==> config.mk <==
export PLATFORM = sky130hd
export DESIGN_NAME = key_debounce_encoder
export DESIGN_NICKNAME = d
export VERILOG_FILES = /design/src/rtl/key_debounce_encoder.sv
export SDC_FILE = /design/constraint.sdc
export NUM_CORES = 1
export LEC_CHECK = 0
export BUFFER_PORTS_ARGS = -buffer_cell sky130_fd_sc_hd__buf_4
export CAP_MARGIN = 25
export CORE_UTILIZATION = 55
export DETAILED_ROUTE_END_ITERATION = 16
export GPL_TIMING_DRIVEN = 0
export PLACE_DENSITY = 0.78
export SKIP_CTS_REPAIR_TIMING = 1
export SLEW_MARGIN = 10
export SYNTH_ARGS = -nofsm -noshare
export SYNTH_HDL_FRONTEND = slang
export SYNTH_SLANG_ARGS = --single-unit
==> constraint.sdc <==
create_clock -name clk -period 7.2 [get_ports clk]
set_input_delay 1.44 -clock clk [delete_from_list [all_inputs] [get_ports clk]]
set_output_delay 1.44 -clock clk [all_outputs]
set_load 0.02 [all_outputs]
==> src/rtl/key_debounce_encoder.sv <==
// key_debounce_encoder: synchronizes, debounces and encodes active-low keys
// into a 4-bit digit with single-cycle digit_valid / multi_err strobes.
// Optional key-click output 'beep' is built only when KEY_BEEP_EN is defined.
module key_debounce_encoder #(
   parameter int unsigned NUM_KEYS        = 10,
   parameter int unsigned DEBOUNCE_CYCLES = 1024,
   parameter int unsigned BEEP_CYCLES     = 4096
) (
   input  logic                clk,
   input  logic                rst,
   input  logic [NUM_KEYS-1:0] key,
   input  logic                enable,
   output logic [3:0]          digit,
   output logic                digit_valid,
   output logic                multi_err,
   output logic                key_busy
`ifdef KEY_BEEP_EN
   ,
   output logic                beep
`endif
);

   localparam int unsigned CNT_W = (DEBOUNCE_CYCLES > 1) ? $clog2(DEBOUNCE_CYCLES) : 1;
   localparam logic [CNT_W-1:0]    CNT_MAX = CNT_W'(DEBOUNCE_CYCLES - 1);
   localparam logic [NUM_KEYS-1:0] ALL_ONE = '1;

   typedef enum logic [1:0] {
      IDLE        = 2'd0,
      DEB_PRESS   = 2'd1,
      PRESSED     = 2'd2,
      DEB_RELEASE = 2'd3
   } state_t;

   state_t              state;
   logic [CNT_W-1:0]    cnt;
   logic [NUM_KEYS-1:0] snapshot;
   logic [NUM_KEYS-1:0] sync1;
   logic [NUM_KEYS-1:0] ks;
   logic [4:0]          low_cnt;
   logic [3:0]          low_idx;

   // Two-flop synchronizer; idle level is all-ones (no key pressed)
   always_ff @(posedge clk) begin
      if (rst) begin
         sync1 <= '1;
         ks    <= '1;
      end else begin
         sync1 <= key;
         ks    <= sync1;
      end
   end

   // Count low bits of the synchronized keys and locate the (last) low one
   always_comb begin
      low_cnt = '0;
      low_idx = '0;
      for (int i = 0; i < NUM_KEYS; i++) begin
         if (!ks[i]) begin
            low_cnt = low_cnt + 5'd1;
            low_idx = 4'(i);
         end
      end
   end

   // Press/release debounce FSM with registered strobes
   always_ff @(posedge clk) begin
      if (rst) begin
         state       <= IDLE;
         cnt         <= '0;
         snapshot    <= '1;
         digit       <= '0;
         digit_valid <= 1'b0;
         multi_err   <= 1'b0;
      end else begin
         digit_valid <= 1'b0;
         multi_err   <= 1'b0;
         case (state)
            IDLE: begin
               if (ks != ALL_ONE && enable) begin
                  state    <= DEB_PRESS;
                  snapshot <= ks;
                  cnt      <= '0;
               end
            end
            DEB_PRESS: begin
               if (ks == ALL_ONE) begin
                  state <= IDLE;
               end else if (ks != snapshot) begin
                  snapshot <= ks;
                  cnt      <= '0;
               end else if (!enable) begin
                  state <= PRESSED;
               end else if (cnt == CNT_MAX) begin
                  state <= PRESSED;
                  if (low_cnt == 5'd1) begin
                     digit       <= low_idx;
                     digit_valid <= 1'b1;
                  end else begin
                     multi_err <= 1'b1;
                  end
               end else begin
                  cnt <= cnt + CNT_W'(1);
               end
            end
            PRESSED: begin
               if (ks == ALL_ONE) begin
                  state <= DEB_RELEASE;
                  cnt   <= '0;
               end
            end
            DEB_RELEASE: begin
               if (ks != ALL_ONE) begin
                  state <= PRESSED;
               end else if (cnt == CNT_MAX) begin
                  state <= IDLE;
               end else begin
                  cnt <= cnt + CNT_W'(1);
               end
            end
            default: state <= IDLE;
         endcase
      end
   end

   assign key_busy = (state != IDLE);

`ifdef KEY_BEEP_EN
   localparam int unsigned BEEP_W = $clog2(2 * BEEP_CYCLES);

   logic              done_c;
   logic              accept_c;
   logic              err_c;
   logic [BEEP_W-1:0] beep_cnt;

   // Same-edge copies of the strobe conditions so beep falls with the strobe
   always_comb begin
      done_c   = (state == DEB_PRESS) && (ks != ALL_ONE) && (ks == snapshot)
                 && enable && (cnt == CNT_MAX);
      accept_c = done_c && (low_cnt == 5'd1);
      err_c    = done_c && (low_cnt != 5'd1);
   end

   // Click timer: BEEP_CYCLES on a digit, twice that on a multi-key error
   always_ff @(posedge clk) begin
      if (rst) begin
         beep     <= 1'b1;
         beep_cnt <= '0;
      end else if (accept_c) begin
         beep     <= 1'b0;
         beep_cnt <= BEEP_W'(BEEP_CYCLES - 1);
      end else if (err_c) begin
         beep     <= 1'b0;
         beep_cnt <= BEEP_W'(2 * BEEP_CYCLES - 1);
      end else if (beep_cnt != '0) begin
         beep_cnt <= beep_cnt - BEEP_W'(1);
      end else begin
         beep <= 1'b1;
      end
   end
`endif

endmodule

==> results.py, run 1 <==
metrics = {
    "grt": {
        "overflow": 0,
        "track_usage_pct": 20.5,
        "grt_max_degree": 14,
        "grt_pass1_vias": 1983,
        "antenna_found_initial": 0,
        "grt_pass1_wl_mm": 8.47,
    },
    "die": {
        "ioPinCount": 20,
        "fp-row-count": 25,
        "dieHeight_um": 73.3,
        "start_util_pct": 58.0,
        "fp.dieArea_um2": 5370,
        "core-area_um2": 4820,
        "die_w_um": 73.3,
    },
    "yosys": {
        "ys.flop_type": "dfxtp_1",
        "synth_area_per_cell_um2": 8.57,
        "yosysTopAreaCell": "dfxtp_1",
        "synth_area_um2": 2790,
        "ys_warn_count": 0,
        "synth-edff-count": 0,
        "synth_cells": 326,
        "synthTopCellsByArea": "dfxtp_1 34%, xnor2_1 6.6%, nand2_1 5.1%, or2_2 4.7%, ha_1 4.5%",
        "ys_async_sr_fraction_pct": 0,
        "synth_cell_types": 53,
        "yosysSeqAreaShare_pct": 34.4,
        "synth_nets": 349,
        "ys_seq_elements": 48,
        "yosys.area.top_type_share_pct": 34.4,
    },
    "layout": {
        "finalInstanceArea_um2": 3100,
        "final_net_count": 375,
        "n_antenna_cell": 0,
        "drive_gt1_share_pct": 18.2,
        "synthToLayoutAreaGrowth_pct": 10.9,
        "multiInputGateArea_um2": 1690,
        "seqCellArea_um2": 961,
        "instances_no_fill": 419,
        "fillers": 453,
    },
    "routing": {
        "wl_mm": 5.12,
        "viasPerCell": 5.41,
        "dr_total_vias": 2266,
        "drc": 0,
        "drtIter0Drc": 113,
        "avgRoutedWirePerCell_um": 12.2,
        "drtPass1Iterations": 5,
        "final_antenna_net_count": 0,
    },
    "clocking": {
        "clockRootBuffer": "clkbuf_8",
        "clock_latency_ns": 0.29,
        "clk_pin_slew_ns": 0.08,
        "cts.path.max_buffers": 2,
        "cts_tree": "yes",
        "cts.sinks": 48,
        "htree_levels": 2,
        "cts_buffers": 5,
    },
    "worst_setup_path": {
        "critical_path_class": "flop to flop",
        "cp_slowest_stage_delay_ns": 0.47,
        "required_ns": 7.43,
        "slowest_stage": "or4_1",
        "endpoint_kind": "flop",
        "cpLargestDelayFamily": "adder cells",
        "r2r-start": "ks[1]",
        "critPathLaunch": "ks[1]",
        "ff2ff_path_depth": 32,
        "cp.arrival_ns": 6.35,
        "worstReg2RegEnd": "digit[2]",
        "crit_cells": 32,
        "cp_max_fo": 7,
        "cpMostUsedCell": "ha_1",
        "reg2reg_slack_ns": 1.07,
        "worstSetupEndpoint": "digit[2]",
        "critPathBufInv": 6,
        "cp-start-kind": "flop",
    },
    "pwr": {
        "clkPwrFrac_pct": 25.3,
        "net-switching-power_mw": 0.167,
        "pwr-share-seq_pct": 49.5,
        "powerDensity_nw_per_um2": 186,
        "swShare_pct": 29.0,
        "leakagePower_nw": 1.28,
        "power_frac_comb_pct": 25.2,
        "irDropWorstVdd_mv": 0.133,
        "internal-power_mw": 0.408,
    },
    "run_status": {
        "outcome": "complete, no violations",
    },
    "place": {
        "gp_congestion": 0.813,
        "dp.cells": 412,
        "dp_hpwl_mm": 3.84,
        "port_buffers": 19,
        "placed_cell_area_um2": 3020,
    },
    "timing": {
        "relSlewSlack_pct": 49.7,
        "finalSetupTns_ns": 0,
        "skew_ns": 0.0103,
        "finalHoldViolations": 0,
        "tightestPinTransition_ns": 0.752,
        "fmax_mhz": 163,
        "final_max_slew_viol_count": 0,
        "timing.final.crit_period_ns": 6.13,
        "rsz0062_at_grt": "no",
        "setup_viol": 0,
        "period_share_pct": 85.1,
    },
    "flow_run": {
        "maxCapViolCount": 0,
    },
    "worst_hold_path": {
        "hold_path.class": "flop to flop",
        "hold_depth": 1,
    },
}
worst min path at each step:
stage                         from    end  slack, ns
after floorplan           sync1[0]  ks[0]       0.39
after global placement    sync1[6]  ks[6]       0.39
after detailed placement  sync1[2]  ks[2]       0.39
after CTS                 sync1[8]  ks[8]       0.40
after global routing      sync1[5]  ks[5]       0.42
final                     sync1[0]  ks[0]       0.40
stage by stage:
stage | utilization (%) | hold slack [ns] | power (mW) | worst slack [ns]
global route | 64.3 | 0.416 | 0.611 | 0.716
CTS | 64.3 | 0.402 | 0.580 | 1.06
detailed placement | 62.7 | 0.393 | 0.433 | 1.09
finish | 64.3 | 0.402 | 0.575 | 1.07
floorplan | - | 0.389 | 0.404 | 1.50
global placement | 62.7 | 0.391 | 0.428 | 1.19
power by group through the flow:
stage	Clock (mW)	Combinational, mW	Sequential [mW]
after floorplan	0	0.115	0.289
after global placement	0	0.138	0.290
after detailed placement	0	0.143	0.291
after CTS	0.152	0.144	0.284
after global routing	0.163	0.162	0.286
final	0.145	0.145	0.285
cell families after synthesis:
group                      Yosys count  synth area share [%]
and+or+nand+nor                    139                  25.9
AOI/OAI and AO/OA                   53                  12.6
DFF                                 48                  34.4
xor gates and xnor gates            33                  13.4
buffers and inverters               33                  5.11
adders and majority gates           11                  4.84
muxes                                9                  3.76
per-layer routing:
metal / up-vias / track usage (%) / part of all wire, % / wire, um
met4: 0 / 6.54 / 0.80 / 41
li1: 1177 / - / - / -
met2: 57 / 34.2 / 48 / 2460
met1: 1026 / 26.0 / 47 / 2390
met5: - / 0 / 0 / 0
met3: 6 / 4.94 / 4.3 / 220
worst register-to-register path, delay by kind of cell, from the launching register on:
family          cells  cell delay, ns
buf+inv             6            0.56
mux                 2            0.56
compound gates      5            0.62
fa+ha+maj           8            2.27
flops               1            0.38
xor+xnor            1            0.13
simple gates       10            1.55
cell type report:
cell class / count / area share, %
Inverter: 16 / 1.94
Sequential cell: 48 / 31.0
Clock inverter: 1 / 0.162
Tap cell: 67 / 2.71
Multi-Input combinational cell: 245 / 54.5
Timing Repair Buffer: 19 / 4.61
Clock buffer: 6 / 2.34
Buffer: 17 / 2.67
cell usage after synthesis, types with 2 or more instances:
cell       n
o21ai_1    2
nand2_1   38
ha_1      10
xnor2_1   21
inv_1     16
nor4_1     7
xor3_2     2
o211ai_1   8
a21oi_1   11
clkbuf_1  11
mux2_2     2
nand4_1    4
or2_2     21
nor3_1    10
o21ai_0    7
nand3b_1   2
nor2b_1    4
nor2_1    24
xnor2_4    2
mux2i_1    6
buf_2      3
xor2_1     7
nand2b_1   6
nand3_1   10
a211oi_1   8
or2_1      3
dfxtp_1   48
a31oi_1    5
buf_4      2
o31ai_1    3
sequential cells by signal, indices dropped and copies added, names as in the netlist, named ones only:
register / flops
sync1: 10
snapshot: 10
digit_valid: 1
cnt: 10
ks: 10
multi_err: 1
digit: 4
state: 1
layout by cell type (no fill, tap or decap), types with 4 or more instances in the layout:
master	synthesis	layout
xor2_1	7	7
inv_1	16	16
nor2_1	24	24
a31oi_1	5	5
nand2_1	38	38
clkbuf_8	0	5
o211ai_1	8	8
nand3_1	10	10
nor2b_1	4	4
mux2i_1	6	6
buf_4	2	21
a21oi_1	11	11
clkbuf_1	11	12
or2_2	21	21
nor4_1	7	7
nor3_1	10	10
ha_1	10	10
xnor2_1	21	21
o21ai_0	7	7
a211oi_1	8	8
nand2b_1	6	6
dfxtp_1	48	48
nand4_1	4	4
(Power assumes the default switching activity.)
==> inputs of run 2 (changes only) <==
ABC_AREA = 1   (was not set)
CTS_BUF_LIST = sky130_fd_sc_hd__clkbuf_2   (was not set)
TNS_END_PERCENT = 1   (was not set)
==> run 2 against run 1 <==
Against the previous run: worst setup slack gained 0.64 ns; maximum frequency grew 12%; die area grew 2.5%; synthesized cell count grew 30%; critical path depth grew 1; total power grew 17%; highest routed layer unchanged.
==> results.py, run 2 <==
metrics = {
    "timing": {
        "period_share_pct": 76.2,
        "relSlewSlack_pct": 55.3,
        "timing.final.crit_period_ns": 5.49,
        "finalHoldViolations": 0,
        "rsz0062_at_grt": "no",
        "final_max_slew_viol_count": 0,
        "tightestPinTransition_ns": 0.664,
        "setup_viol": 0,
        "holdWs_ns": 0.416,
        "finalSetupTns_ns": 0,
        "skew_ns": 0.0203,
        "fmax_mhz": 182,
    },
    "clocking": {
        "cts_tree": "yes",
        "htree_levels": 2,
        "clock_latency_ns": 0.41,
        "cts.path.max_buffers": 2,
        "clk_pin_slew_ns": 0.23,
        "cts.sinks": 48,
        "cts_buffers": 5,
        "clockRootBuffer": "clkbuf_2",
    },
    "worst_setup_path": {
        "slowest_stage": "dfxtp_1",
        "cpMostUsedCell": "nand2_1",
        "cp_slowest_stage_delay_ns": 0.43,
        "cp_max_fo": 7,
        "cp.arrival_ns": 5.86,
        "critical_path_class": "flop to flop",
        "required_ns": 7.58,
        "cp-start-kind": "flop",
        "ff2ff_path_depth": 33,
        "endpoint_kind": "flop",
    },
    "layout": {
        "multiInputGateArea_um2": 1590,
        "final_net_count": 473,
        "seqCellArea_um2": 961,
        "layout_commonest_cell": "nand2_1",
        "n_antenna_cell": 0,
        "fillers": 484,
        "instances_no_fill": 518,
        "final_util_pct": 64.2,
        "drive_gt1_share_pct": 20.0,
        "synthToLayoutAreaGrowth_pct": 9.35,
        "final_cell_mix": "95 x nand2_1, 64 x inv_1, 48 x dfxtp_1",
        "finalInstanceArea_um2": 3130,
    },
    "yosys": {
        "yosysSeqAreaShare_pct": 33.6,
        "synthTopCellsByArea": "dfxtp_1 34%, nand2_1 12%, inv_1 8.4%, nand3_1 6.3%, or2_2 6.1%",
        "synth_most_common_cell": "nand2_1",
        "synth_cell_types": 33,
        "netlist_top_cells_count": "95 x nand2_1, 64 x inv_1, 48 x dfxtp_1",
        "yosysTopAreaCell": "dfxtp_1",
        "synth-edff-count": 0,
        "ys_warn_count": 0,
        "ys_seq_elements": 48,
        "synth_area_um2": 2860,
        "ys_async_sr_fraction_pct": 0,
        "synth_area_per_cell_um2": 6.75,
        "synth_nets": 447,
        "yosys.area.top_type_share_pct": 33.6,
        "synth_cells": 424,
        "ys.flop_type": "dfxtp_1",
    },
    "place": {
        "gp_congestion": 0.843,
        "dp_hpwl_mm": 4.25,
        "placed_cell_area_um2": 3090,
        "port_buffers": 19,
        "dp.cells": 510,
    },
    "die": {
        "dieHeight_um": 74.2,
        "fp.dieArea_um2": 5500,
        "core-area_um2": 4880,
        "start_util_pct": 58.7,
        "ioPinCount": 20,
        "fp-row-count": 25,
        "die_w_um": 74.2,
    },
    "routing": {
        "viasPerCell": 4.97,
        "final_antenna_net_count": 0,
        "avgRoutedWirePerCell_um": 10.5,
        "drtPass1Iterations": 4,
        "wl_mm": 5.43,
        "drc": 0,
        "dr_total_vias": 2574,
        "drtIter0Drc": 136,
    },
    "worst_hold_path": {
        "hold_depth": 1,
        "hold_path.class": "flop to flop",
    },
    "flow_run": {
        "maxCapViolCount": 0,
    },
    "pwr": {
        "leakagePower_nw": 1.61,
        "clkPwrFrac_pct": 16.0,
        "powerDensity_nw_per_um2": 214,
        "power_frac_comb_pct": 36.4,
        "irDropWorstVdd_mv": 0.171,
        "pwr-share-seq_pct": 47.7,
        "internal-power_mw": 0.414,
        "swShare_pct": 38.3,
        "net-switching-power_mw": 0.257,
    },
    "grt": {
        "overflow": 0,
        "grt_pass1_vias": 2375,
        "antenna_found_initial": 0,
        "grt_pass1_wl_mm": 9.35,
        "track_usage_pct": 21.4,
        "grt_max_degree": 15,
    },
    "run_status": {
        "outcome": "complete, no violations",
    },
}
-- run 2: changes by cell type after synthesis, sizes merged, moves of 5 or more --
cell / before / now
clkbuf: 11 / 6
nor2: 24 / 44
a211oi: 8 / 1
xor2: 7 / 2
nand2b: 7 / 0
xnor2: 23 / 4
nand3: 10 / 41
inv: 16 / 68
mux2i: 6 / 0
nand2: 38 / 112
-- run 2: cells by family (layout without fill, tap and decap cells) --
kind of cell,count (synthesis),count (layout),share of synthesized area [%]
AND/OR/NAND/NOR,242,242,41.1
buffers and inverters,79,106,11.1
flip-flops,48,48,33.6
AO/OA/AOI/OAI,39,39,8.08
adder cells (fa/ha/maj),10,10,4.37
XOR/XNOR,6,6,1.83
-- run 2: path summary, 6_finish.rpt --
| check | start | slack (ns) | to |
|---|---|---|---|
| worst max-delay path | ks[0] | 1.71 | digit[3] |
| worst min-delay path | sync1[4] | 0.42 | ks[4] |
| worst max register to register | ks[0] | 1.71 | digit[3] |
| worst min register to register | sync1[4] | 0.42 | ks[4] |
-- run 2: per-layer routing --
metal / share of wire [%] / routed length (um) / track usage (%)
met5: 0 / 0 / 0
met4: 1.6 / 86 / 7.26
met3: 3.3 / 179 / 3.79
met2: 46 / 2500 / 38.9
met1: 49 / 2670 / 25.3
-- run 2: power by group through the flow --
stage          clock, mW  sequential [mW]  combinational [mW]
5_1_grt            0.123            0.325               0.282
3_3_place_gp           0            0.324               0.237
4_1_cts            0.110            0.320               0.245
2_1_floorplan          0            0.320               0.193
6_report           0.107            0.320               0.244
3_5_place_dp           0            0.325               0.243
-- run 2: through the flow --
| step | power, mW | setup slack, ns |
|---|---|---|
| 2_1_floorplan | 0.514 | 2.15 |
| 3_3_place_gp | 0.561 | 1.81 |
| 3_5_place_dp | 0.568 | 1.75 |
| 4_1_cts | 0.675 | 1.67 |
| 5_1_grt | 0.730 | 1.24 |
| 6_report | 0.672 | 1.71 |
-- run 2: layout make-up --
| type | instances | area share [%] |
|---|---|---|
| Buffer | 10 | 1.80 |
| Clock inverter | 2 | 0.360 |
| Multi-Input combinational cell | 297 | 50.6 |
| Sequential cell | 48 | 30.7 |
| Clock buffer | 6 | 0.959 |
| Inverter | 69 | 8.35 |
| Timing Repair Buffer | 19 | 4.55 |
| Tap cell | 67 | 2.68 |
-- run 2: critical path, delay by kind of cell (launching register included) --
family / cells / cell delay [ns]
simple gates: 22 / 2.56
flops: 1 / 0.43
buf+inv: 3 / 0.18
fa+ha+maj: 8 / 2.29
